===== src/rtl/constraint_sample_driver_if.sv =====
// Handshake and data bundle between the candidate sampler and its environment.
// The fix_mask_i/fix_val_i signals exist only when SAMPLER_FIX_EN is defined.
interface constraint_sample_driver_if #(
  parameter int TOTAL_W = 551
);
  logic               start_i;
  logic [31:0]        seed_i;
  logic [15:0]        max_tries_i;
  logic [TOTAL_W-1:0] cand_o;
  logic               cand_valid_o;
  logic               sat_i;
  logic               busy_o;
  logic               res_valid_o;
  logic               res_ready_i;
  logic               found_o;
  logic [TOTAL_W-1:0] sol_o;
  logic [15:0]        tries_o;
`ifdef SAMPLER_FIX_EN
  logic [TOTAL_W-1:0] fix_mask_i;
  logic [TOTAL_W-1:0] fix_val_i;
`endif

  // master is the sampler itself; slave is the side that starts searches and checks candidates.
  modport master (
    input  start_i, seed_i, max_tries_i, sat_i, res_ready_i,
`ifdef SAMPLER_FIX_EN
    input  fix_mask_i, fix_val_i,
`endif
    output cand_o, cand_valid_o, busy_o, res_valid_o, found_o, sol_o, tries_o
  );

  modport slave (
    output start_i, seed_i, max_tries_i, sat_i, res_ready_i,
`ifdef SAMPLER_FIX_EN
    output fix_mask_i, fix_val_i,
`endif
    input  cand_o, cand_valid_o, busy_o, res_valid_o, found_o, sol_o, tries_o
  );
endinterface


===== src/rtl/constraint_sample_driver.sv =====
// LFSR-driven candidate generator that retries against the constraint checker until success or budget.
// Define SAMPLER_FIX_EN to pin selected candidate bits to captured fixed values.
module constraint_sample_driver #(
  parameter int TOTAL_W = 551,
  parameter int CHK_LAT = 0
) (
  input  logic                       clk,
  input  logic                       rst_n,
  constraint_sample_driver_if.master bus
);
  localparam int              WORDS     = (TOTAL_W + 31) / 32;
  localparam int              IDX_W     = (WORDS > 1) ? $clog2(WORDS) : 1;
  localparam logic [31:0]     LFSR_TAPS = 32'h8020_0003;
  localparam logic [IDX_W-1:0] LAST_WORD = IDX_W'(WORDS - 1);
  localparam logic [2:0]      LAT_END   = 3'(CHK_LAT);

  typedef enum logic [1:0] {S_IDLE, S_FILL, S_CHECK, S_RESULT} state_e;

  state_e             state_q, state_d;
  logic [31:0]        lfsr_q, lfsr_next, fill_word;
  logic [IDX_W-1:0]   word_q;
  logic [2:0]         lat_q;
  logic [15:0]        budget_q, tries_q, tries_inc;
  logic [TOTAL_W-1:0] cand_q, sol_q, word_mask, word_data;
  logic               found_q;
  logic               start_ok, last_word, sample, budget_hit;

  assign lfsr_next = {1'b0, lfsr_q[31:1]} ^ (lfsr_q[0] ? LFSR_TAPS : 32'h0);

`ifdef SAMPLER_FIX_EN
  logic [TOTAL_W-1:0] fix_mask_q, fix_val_q;
  logic [31:0]        fix_mask_w, fix_val_w;

  assign fix_mask_w = 32'(fix_mask_q >> {word_q, 5'b0});
  assign fix_val_w  = 32'(fix_val_q >> {word_q, 5'b0});
  assign fill_word  = (lfsr_q & ~fix_mask_w) | (fix_val_w & fix_mask_w);

  always_ff @(posedge clk or negedge rst_n) begin
    if (!rst_n) begin
      fix_mask_q <= '0;
      fix_val_q  <= '0;
    end else if (start_ok) begin
      fix_mask_q <= bus.fix_mask_i;
      fix_val_q  <= bus.fix_val_i;
    end
  end
`else
  assign fill_word = lfsr_q;
`endif

  // Shifting a full-width mask lets the top word truncate itself at TOTAL_W.
  assign word_mask  = TOTAL_W'(32'hFFFF_FFFF) << {word_q, 5'b0};
  assign word_data  = TOTAL_W'(fill_word) << {word_q, 5'b0};

  assign start_ok   = (state_q == S_IDLE) && bus.start_i;
  assign last_word  = (word_q == LAST_WORD);
  assign sample     = (state_q == S_CHECK) && (lat_q == LAT_END);
  assign tries_inc  = (tries_q == 16'hFFFF) ? tries_q : tries_q + 16'd1;
  assign budget_hit = (budget_q != 16'd0) && (tries_inc == budget_q);

  always_comb begin
    // NOTE: assign the default first so no path leaves state_d unassigned, which would infer a latch.
    state_d = state_q;
    unique case (state_q)
      S_IDLE:   if (bus.start_i) state_d = S_FILL;
      S_FILL:   if (last_word) state_d = S_CHECK;
      S_CHECK:  if (sample) state_d = (bus.sat_i || budget_hit) ? S_RESULT : S_FILL;
      S_RESULT: if (bus.res_ready_i) state_d = S_IDLE;
      default:  state_d = S_IDLE;
    endcase
  end

  always_ff @(posedge clk or negedge rst_n) begin
    if (!rst_n) begin
      state_q <= S_IDLE;
    end else begin
      // NOTE: sequential state uses non-blocking assignment so every flop samples pre-edge values.
      state_q <= state_d;
    end
  end

  // NOTE: the wide candidate and solution registers are reset as well, so every output reads 0 out of reset.
  always_ff @(posedge clk or negedge rst_n) begin
    if (!rst_n) begin
      lfsr_q   <= 32'h1;
      word_q   <= '0;
      lat_q    <= '0;
      budget_q <= '0;
      tries_q  <= '0;
      cand_q   <= '0;
      sol_q    <= '0;
      found_q  <= 1'b0;
    end else begin
      if (start_ok) begin
        lfsr_q   <= (bus.seed_i == 32'h0) ? 32'h1 : bus.seed_i;
        budget_q <= bus.max_tries_i;
        tries_q  <= '0;
        found_q  <= 1'b0;
        word_q   <= '0;
      end
      if (state_q == S_FILL) begin
        cand_q <= (cand_q & ~word_mask) | word_data;
        lfsr_q <= lfsr_next;
        word_q <= last_word ? '0 : word_q + IDX_W'(1);
        lat_q  <= '0;
      end
      if ((state_q == S_CHECK) && !sample) lat_q <= lat_q + 3'd1;
      if (sample) begin
        tries_q <= tries_inc;
        if (bus.sat_i) begin
          sol_q   <= cand_q;
          found_q <= 1'b1;
        end
      end
    end
  end

  assign bus.cand_o       = cand_q;
  assign bus.cand_valid_o = (state_q == S_CHECK);
  assign bus.busy_o       = (state_q != S_IDLE);
  assign bus.res_valid_o  = (state_q == S_RESULT);
  assign bus.found_o      = found_q;
  assign bus.sol_o        = sol_q;
  assign bus.tries_o      = tries_q;
endmodule


===== src/flat_wrapper.sv =====
// flat-port wrapper written by rule: the top's interface ports become plain ports
module constraint_sample_driver_flat 
#(
  parameter int TOTAL_W = 551,
  parameter int CHK_LAT = 0
)
  (clk, rst_n, bus_start_i, bus_seed_i, bus_max_tries_i, bus_sat_i, bus_res_ready_i, bus_cand_o, bus_cand_valid_o, bus_busy_o, bus_res_valid_o, bus_found_o, bus_sol_o, bus_tries_o);
  constraint_sample_driver_if #(.TOTAL_W(TOTAL_W)) bus_i ();
  input  logic clk;
  input  logic rst_n;
  input wire logic [$bits(bus_i.start_i)-1:0] bus_start_i;
  input wire logic [$bits(bus_i.seed_i)-1:0] bus_seed_i;
  input wire logic [$bits(bus_i.max_tries_i)-1:0] bus_max_tries_i;
  input wire logic [$bits(bus_i.sat_i)-1:0] bus_sat_i;
  input wire logic [$bits(bus_i.res_ready_i)-1:0] bus_res_ready_i;
  output wire logic [$bits(bus_i.cand_o)-1:0] bus_cand_o;
  output wire logic [$bits(bus_i.cand_valid_o)-1:0] bus_cand_valid_o;
  output wire logic [$bits(bus_i.busy_o)-1:0] bus_busy_o;
  output wire logic [$bits(bus_i.res_valid_o)-1:0] bus_res_valid_o;
  output wire logic [$bits(bus_i.found_o)-1:0] bus_found_o;
  output wire logic [$bits(bus_i.sol_o)-1:0] bus_sol_o;
  output wire logic [$bits(bus_i.tries_o)-1:0] bus_tries_o;
  assign bus_i.start_i = bus_start_i;
  assign bus_i.seed_i = bus_seed_i;
  assign bus_i.max_tries_i = bus_max_tries_i;
  assign bus_i.sat_i = bus_sat_i;
  assign bus_i.res_ready_i = bus_res_ready_i;
  assign bus_cand_o = bus_i.cand_o;
  assign bus_cand_valid_o = bus_i.cand_valid_o;
  assign bus_busy_o = bus_i.busy_o;
  assign bus_res_valid_o = bus_i.res_valid_o;
  assign bus_found_o = bus_i.found_o;
  assign bus_sol_o = bus_i.sol_o;
  assign bus_tries_o = bus_i.tries_o;
  constraint_sample_driver #(.TOTAL_W(TOTAL_W), .CHK_LAT(CHK_LAT)) u_core (.clk(clk), .rst_n(rst_n), .bus(bus_i));
endmodule

===== config.mk =====
export PLATFORM = sky130hd
export DESIGN_NAME = constraint_sample_driver_flat
export DESIGN_NICKNAME = d
export VERILOG_FILES = /design/src/rtl/constraint_sample_driver_if.sv /design/src/rtl/constraint_sample_driver.sv /design/src/flat_wrapper.sv
export SDC_FILE = /design/constraint.sdc
export NUM_CORES = 2
export LEC_CHECK = 0
export BUFFER_PORTS_ARGS = -buffer_cell sky130_fd_sc_hd__buf_4
export CAP_MARGIN = 30
export CELL_PAD_IN_SITES_DETAIL_PLACEMENT = 1
export CELL_PAD_IN_SITES_GLOBAL_PLACEMENT = 1
export CORE_AREA = 4 4 456 458
export DETAILED_ROUTE_END_ITERATION = 16
export DIE_AREA = 0 0 460 462
export GPL_ROUTABILITY_DRIVEN = 0
export HOLD_SLACK_MARGIN = 0.02
export PLACE_DENSITY = 0.51
export SYNTH_ARGS = -nofsm -noshare
export SYNTH_HDL_FRONTEND = slang
export SYNTH_SLANG_ARGS = --single-unit

===== constraint.sdc =====
create_clock -name clk -period 2.84 [get_ports clk]
set_clock_uncertainty 0.1 [all_clocks]
set_input_delay 0.142 -clock clk [delete_from_list [all_inputs] [get_ports clk]]
set_output_delay 0.142 -clock clk [all_outputs]
set_load 0.03 [all_outputs]

Yosys cells after proc, flatten, opt, wreduce, memory -nomap -nowiden
Index checks and enable logic that the tools add are counted.
W data, S select, Z words.
{ "op_classes": {"addsub": 3, "eq_ne": 10, "n_shift": 2, "mux": 21, "bitwise_logic": 4, "reduce_logical": 16} }
{ "op_table": {"columns": ["cell", "count"], "rows": [
  ["$and A551 B551 Y551", 1],
  ["$not A551 Y551", 1],
  ["$or A551 B551 Y551", 1],
  ["$shl A32 B10 Y551", 1],
  ["$shl A32 B10 Y551 const A", 1],
  ["$mux W32", 4],
  ["$mux W16", 3],
  ["$logic_not A32 Y1", 1],
  ["$xor A31 B32 Y32", 1],
  ["$add A16 B1 Y16 const B", 1],
  ["$eq A16 B16 Y1", 1],
  ["$eq A16 B16 Y1 const B", 1],
  ["$reduce_bool A16 Y1", 1],
  ["$mux W5", 3],
  ["$mux W2", 5],
  ["$pmux W2 S4", 1],
  ["$reduce_bool A2 Y1", 4],
  ["$mux W3", 2],
  ["$add A5 B1 Y5 const B", 1],
  ["$eq A5 B5 Y1 const B", 1],
  ["$eq A2 B2 Y1 const B", 2],
  ["$logic_and A1 B1 Y1", 4],
  ["$ne A2 B1 Y1 const B", 2],
  ["$ne A2 B2 Y1 const B", 2],
  ["9 further kinds", 11]
]} }
{ "word_totals": {"regBits": 1177} }

Depth between registers and ports, before layout
{ "depth": {"depth_word": 8, "depth_mapped": 10, "mapped_depth_nobuf": 9} }

Least setup slack after synthesis
Ideal clock, no wire load.
{ "synth_timing": {"path_kind": "register to register", "from": "register u_core.tries_q[1] (netlist: u_core.bus.tries_o[1])", "to": "register u_core.state_q[1]", "setup_time_ns": 0.103, "t_arrival_ns": 2.652, "t_required_ns": 2.637, "slack_ns": -0.016, "stages_incl_launch_ff": 9, "path_buffers": 0, "cell_sequence": "dfrtp_1 > ha_1 > nand4_2 > nor4_2 > nor2_1 > xnor2_1 > a2111oi_4 > o211ai_1 > o41ai_2"} }
{ "synth_via": {"elab_chain_len": 8, "elab_cells_between_ends": 9, "cone_classes": "add/sub: 1; eq/ne: 2; mux: 4; reduce/logical: 2"} }
{ "synth_rtl": {"columns": ["element", "line", "source"], "rows": [
  ["from (decl)", "constraint_sample_driver.sv:23", "logic [15:0] budget_q, tries_q, tries_inc;"],
  ["from (signal assigned)", "constraint_sample_driver.sv:109", "tries_q <= tries_inc;"],
  ["$add A16 B1 Y16 / $eq A16 B16 Y1 (equally long branches)", "constraint_sample_driver.sv:58", "assign tries_inc = (tries_q == 16'hFFFF) ? tries_q : tries_q + 16'd1;"],
  ["$mux W16 (*)", "constraint_sample_driver.sv:58", null],
  ["$eq A16 B16 Y1 (*)", "constraint_sample_driver.sv:59", "assign budget_hit = (budget_q != 16'd0) && (tries_inc == budget_q);"],
  ["$logic_and A1 B1 Y1 (*)", "constraint_sample_driver.sv:59", null],
  ["$logic_or A1 B1 Y1 (*)", "constraint_sample_driver.sv:67", "S_CHECK: if (sample) state_d = (bus.sat_i || budget_hit) ? S_RESULT : S_FILL;"],
  ["$mux W2 (*) (2 in series)", "constraint_sample_driver.sv:67", null],
  ["$pmux W2 S4 (*)", "constraint_sample_driver.sv:64", "unique case (state_q)"],
  ["to (signal assigned)", "constraint_sample_driver.sv:78", "state_q <= state_d;"],
  ["to (decl)", "constraint_sample_driver.sv:19", "state_e state_q, state_d;"]
]} }
Mark *: on every way between the ends. The rest lies on a longest branch, timed or not. The select of a mux whose other input is x is not followed.
A chain may end at the register's enable or synchronous reset.

Worst setup path in the final report
{ "layout_timing": {"from": "register u_core.lat_q[0]", "to": "register u_core.sol_q[253] (netlist: u_core.bus.sol_o[253])"} }
{ "layout_via": {"elab_chain_len": 3} }
{ "layout_rtl": {"columns": ["element", "line", "source"], "rows": [
  ["from (decl)", "constraint_sample_driver.sv:22", "logic [2:0] lat_q;"],
  ["from (signal assigned)", "constraint_sample_driver.sv:107", "if ((state_q == S_CHECK) && !sample) lat_q <= lat_q + 3'd1;"],
  ["$logic_not A3 Y1", "constraint_sample_driver.sv:57", "assign sample = (state_q == S_CHECK) && (lat_q == LAT_END);"],
  ["$logic_and A1 B1 Y1", "constraint_sample_driver.sv:57", null],
  ["$reduce_and A2 Y1 (no line)", null, null],
  ["to (signal assigned)", "constraint_sample_driver.sv:111", "sol_q <= cand_q;"],
  ["to (decl)", "constraint_sample_driver.sv:24", "logic [TOTAL_W-1:0] cand_q, sol_q, word_mask, word_data;"]
]} }
Every way passes these cells.

==> results.py <==
metrics = {
    "die": {
        "placeableCoreArea_um2": 204000,
        "initial_core_util_pct": 21.70,
        "ioPinCount": 1175,
        "die_w_um": 460,
        "die_height_um": 462,
        "floorplan.die_area_um2": 212500,
        "std_cell_rows": 166,
    },
    "synthesis": {
        "asyncSetResetFlopFracSynth_pct": 100.0,
        "synthMuxAreaShare_pct": 14.14,
        "synth-seq-area-share_pct": 66.55,
        "postSynthNetCount": 3083,
        "post_synth_fa_ha_maj_area_fraction_pct": 0.2544,
        "synth_enable_flop_cells": 0,
        "synthSimpleGateAreaFrac_pct": 3.418,
        "netlist.top_cell.by_area": "dfrtp_1",
        "ys_ff_latch": 1177,
        "synth.top_cell.area_share_pct": 66.50,
        "synth_top_family_by_area": "multiplexers",
        "netlist-cell-type-count": 55,
        "synthesized_area_fraction_occupied_by_ao_oa_aoi_and_oai_cells_pct": 12.76,
        "avgSynthCellArea_um2": 14.65,
        "synth_area_leaders": "dfrtp_1, mux2_2, a22o_1",
        "synthCells": 3021,
        "yosys.area_share.xor_xnor_pct": 0.4156,
        "dominantRegCellSynth": "dfrtp_1",
        "synth-warning-count": 0,
        "post_synthesis_cell_area_um2": 44260,
    },
    "global_routing": {
        "overall_overflow_remaining_after_global_route": 0,
        "first_global_vias": 35024,
        "global_route_wire_length_before_repair_um": 308600,
        "antenna_violations_before_repair": 52,
        "grt_start_max_net_pins": 100,
        "grt_util_all_layers_pct": 20.80,
    },
    "routing": {
        "ant_nets": 0,
        "dr_total_vias": 33247,
        "drc_violation_total_after_the_first_tritonroute_iteration": 2180,
        "drt-wirelength-per-cell_um": 31.82,
        "routed_wirelength_um": 228200,
        "drcViolationCount": 0,
        "drt_pre_antenna_iters": 5,
        "via_per_inst": 4.637,
    },
    "outcome": {
        "outcome": "completed",
    },
    "placed_design": {
        "io_buffer_count": 1174,
        "dp_hpwl_um": 171800,
        "dpl-instance-area_um2": 57620,
    },
    "final_layout": {
        "n_fill_cell": 21924,
        "area_delta_synth_final_pct": 43.64,
        "postLayoutCoreUtil_pct": 31.17,
        "layout_commonest_cell": "buf_4",
        "design_area_um2": 63570,
        "final-seq-area_um2": 29460,
        "fraction_of_layout_cells_with_a_size_suffix_above_1_pct": 49.97,
        "final_cell_mix": "buf_4, dfrtp_1, mux2_2, a22o_1, clkbuf_16",
        "num-nets-final": 4414,
        "area_of_combinational_cells_with_multiple_inputs_um2": 14020,
    },
    "critical_path": {
        "timing.critical_path.to_type": "flip-flop",
        "timing_worst_setup_path_type": "flip-flop to flip-flop",
        "worst_reg2reg_setup_slack_ns": 0.18,
        "worstPathMaxFanout": 63,
        "critical_path_launch_point_type": "flip-flop",
        "timing.critical_path.required_ns": 3.39,
        "setup.worst_path.start": "u_core.lat_q[0]",
        "crit-reg2reg-launch": "u_core.lat_q[0]",
        "worst-endpoint-arrival_ns": 3.20,
    },
    "timing": {
        "tns_ns": 0,
        "achievable-frequency_ghz": 0.3764,
        "timing.final.max_slew_violations": 0,
        "timing.final.crit_share_pct": 93.55,
        "fin_crit_ns": 2.657,
        "count_of_endpoints_failing_hold_in_the_final_timing_report": 0,
        "max_slew.worst_pin.slew_ns": 1.047,
        "timing.hold.ws_ns": 0.1017,
        "slew_headroom_pct": 29.90,
        "finalSetupViolations": 0,
        "grt_setup_unrepaired": "false",
    },
    "clocking": {
        "number_of_sinks_driven_by_the_clock_tree": 1177,
        "cts-root-to-sink-buffers": 3,
        "clkSlewWorstSetupHoldPaths_ns": 0.06,
        "tritoncts.num_buffers": 143,
        "clock_latency_ns": 0.78,
        "clock_tree.root_cell": "clkbuf_16",
        "cts.htree.levels": 4,
        "cts_tree": "done",
    },
    "min_path": {
        "hold_path.class": "input port to asynchronous set/reset pin",
    },
    "power": {
        "max-vdd-ir-drop_mv": 0.6162,
        "leakage_nw": 29.31,
        "design_power_total_w": 0.08160,
        "power.density_cell_area_nw_per_um2": 1284,
    },
    "run": {
        "cap_violations": 0,
    },
}
[synth_stat cells (all sizes together) (6+ instances only)]
cell	count
a21oi	10
a22o	457
a22oi	27
a32o	96
and3	6
buf	52
clkbuf	225
dfrtp	1176
ha	9
inv	11
mux2	552
nand2	153
nand3	15
nand4	10
nor2	52
nor2b	38
nor3	12
nor4	19
o21ai	25
o22ai	8
xnor2	15
xor2	6
[where the power goes]
group | internal [W] | switching, W | total, W
logic | 0.0128 | 0.0221 | 0.0349
registers | 0.0221 | 0.00572 | 0.0278
clock network | 0.0112 | 0.00771 | 0.0189
total | 0.0461 | 0.0355 | 0.0816
[critical path: stages, from the launching register on]
cell,delay (ns)
dfrtp_1,0.39
inv_1,0.08
ha_1,0.23
nand2b_1,0.14
nor3_1,0.11
nand2_4,0.13
buf_12,0.15
buf_4,0.65
mux2_2,0.42
[path summary, 6_finish.rpt]
path                                               to  cells after the start
worst min register to register     u_core.bus.found_o                      2
worst min-delay path            u_core.bus.sol_o[375]                      3
max in group asynchronous       u_core.bus.sol_o[349]                      4
min in group clk                  u_core.fill_word[4]                      4
worst max register to register  u_core.bus.sol_o[253]                      8
worst max-delay path            u_core.bus.sol_o[253]                      8
[routing by layer]
layer / part of all wire, % / vias to the layer above / global-route usage, %
met2: 48 / 1283 / 34.62
met5: 0.028 / - / 0
met3: 7.5 / 295 / 6.306
met1: 41 / 17827 / 25.84
met4: 3.1 / 12 / 6.569
li1: - / 13830 / -
[flip-flops by register name (all words and copies together) (netlist names)]
register,flops
u_core.bus.tries_o,16
u_core.lat_q,3
u_core.word_q,5
u_core.fill_word,32
u_core.bus.found_o,1
u_core.state_q,2
u_core.bus.cand_o,551
u_core.bus.sol_o,551
u_core.budget_q,16
[kinds of logic (layout without fill, tap and decap cells)]
| logic type | count (synthesis) | after routing |
|---|---|---|
| AND/OR/NAND/NOR | 319 | 319 |
| flip-flops | 1177 | 1177 |
| XOR/XNOR | 21 | 21 |
| other | 0 | 19 |
| buffers and inverters | 288 | 1730 |
| AO/OA/AOI/OAI | 651 | 651 |
| adder cells (fa/ha/maj) | 9 | 9 |
| multiplexers | 556 | 556 |
[through the flow]
step / std cells / worst slack, ns
after detailed placement: 6795 / 0.05649
after global placement: 6786 / 0.1982
after floorplan: 3021 / 0.09969
after global routing: 7163 / 0.008396
after CTS: 7149 / 0.02280
final: 7170 / 0.1832
[what timing repair did]
action                                  in CTS  in global routing
pin swaps                                    0                  1
hold buffers                                98                  0
endpoints found under the setup margin       1                  1
gates resized for setup                      2                  4
hold endpoints to repair                  1208                  0
buffers inserted                             0                  1
[layout make-up]
cell class                 instances  area share [%]
clock inverter                    42          0.8050
multi-input combinational       1556           22.05
tap                             2688           5.291
clock buffer                     214           6.814
antenna                           19         0.07479
inverter                          11         0.06495
timing repair buffer            1463           18.56
sequential                      1177           46.34
Note: power is estimated with default switching activity, not from simulation.
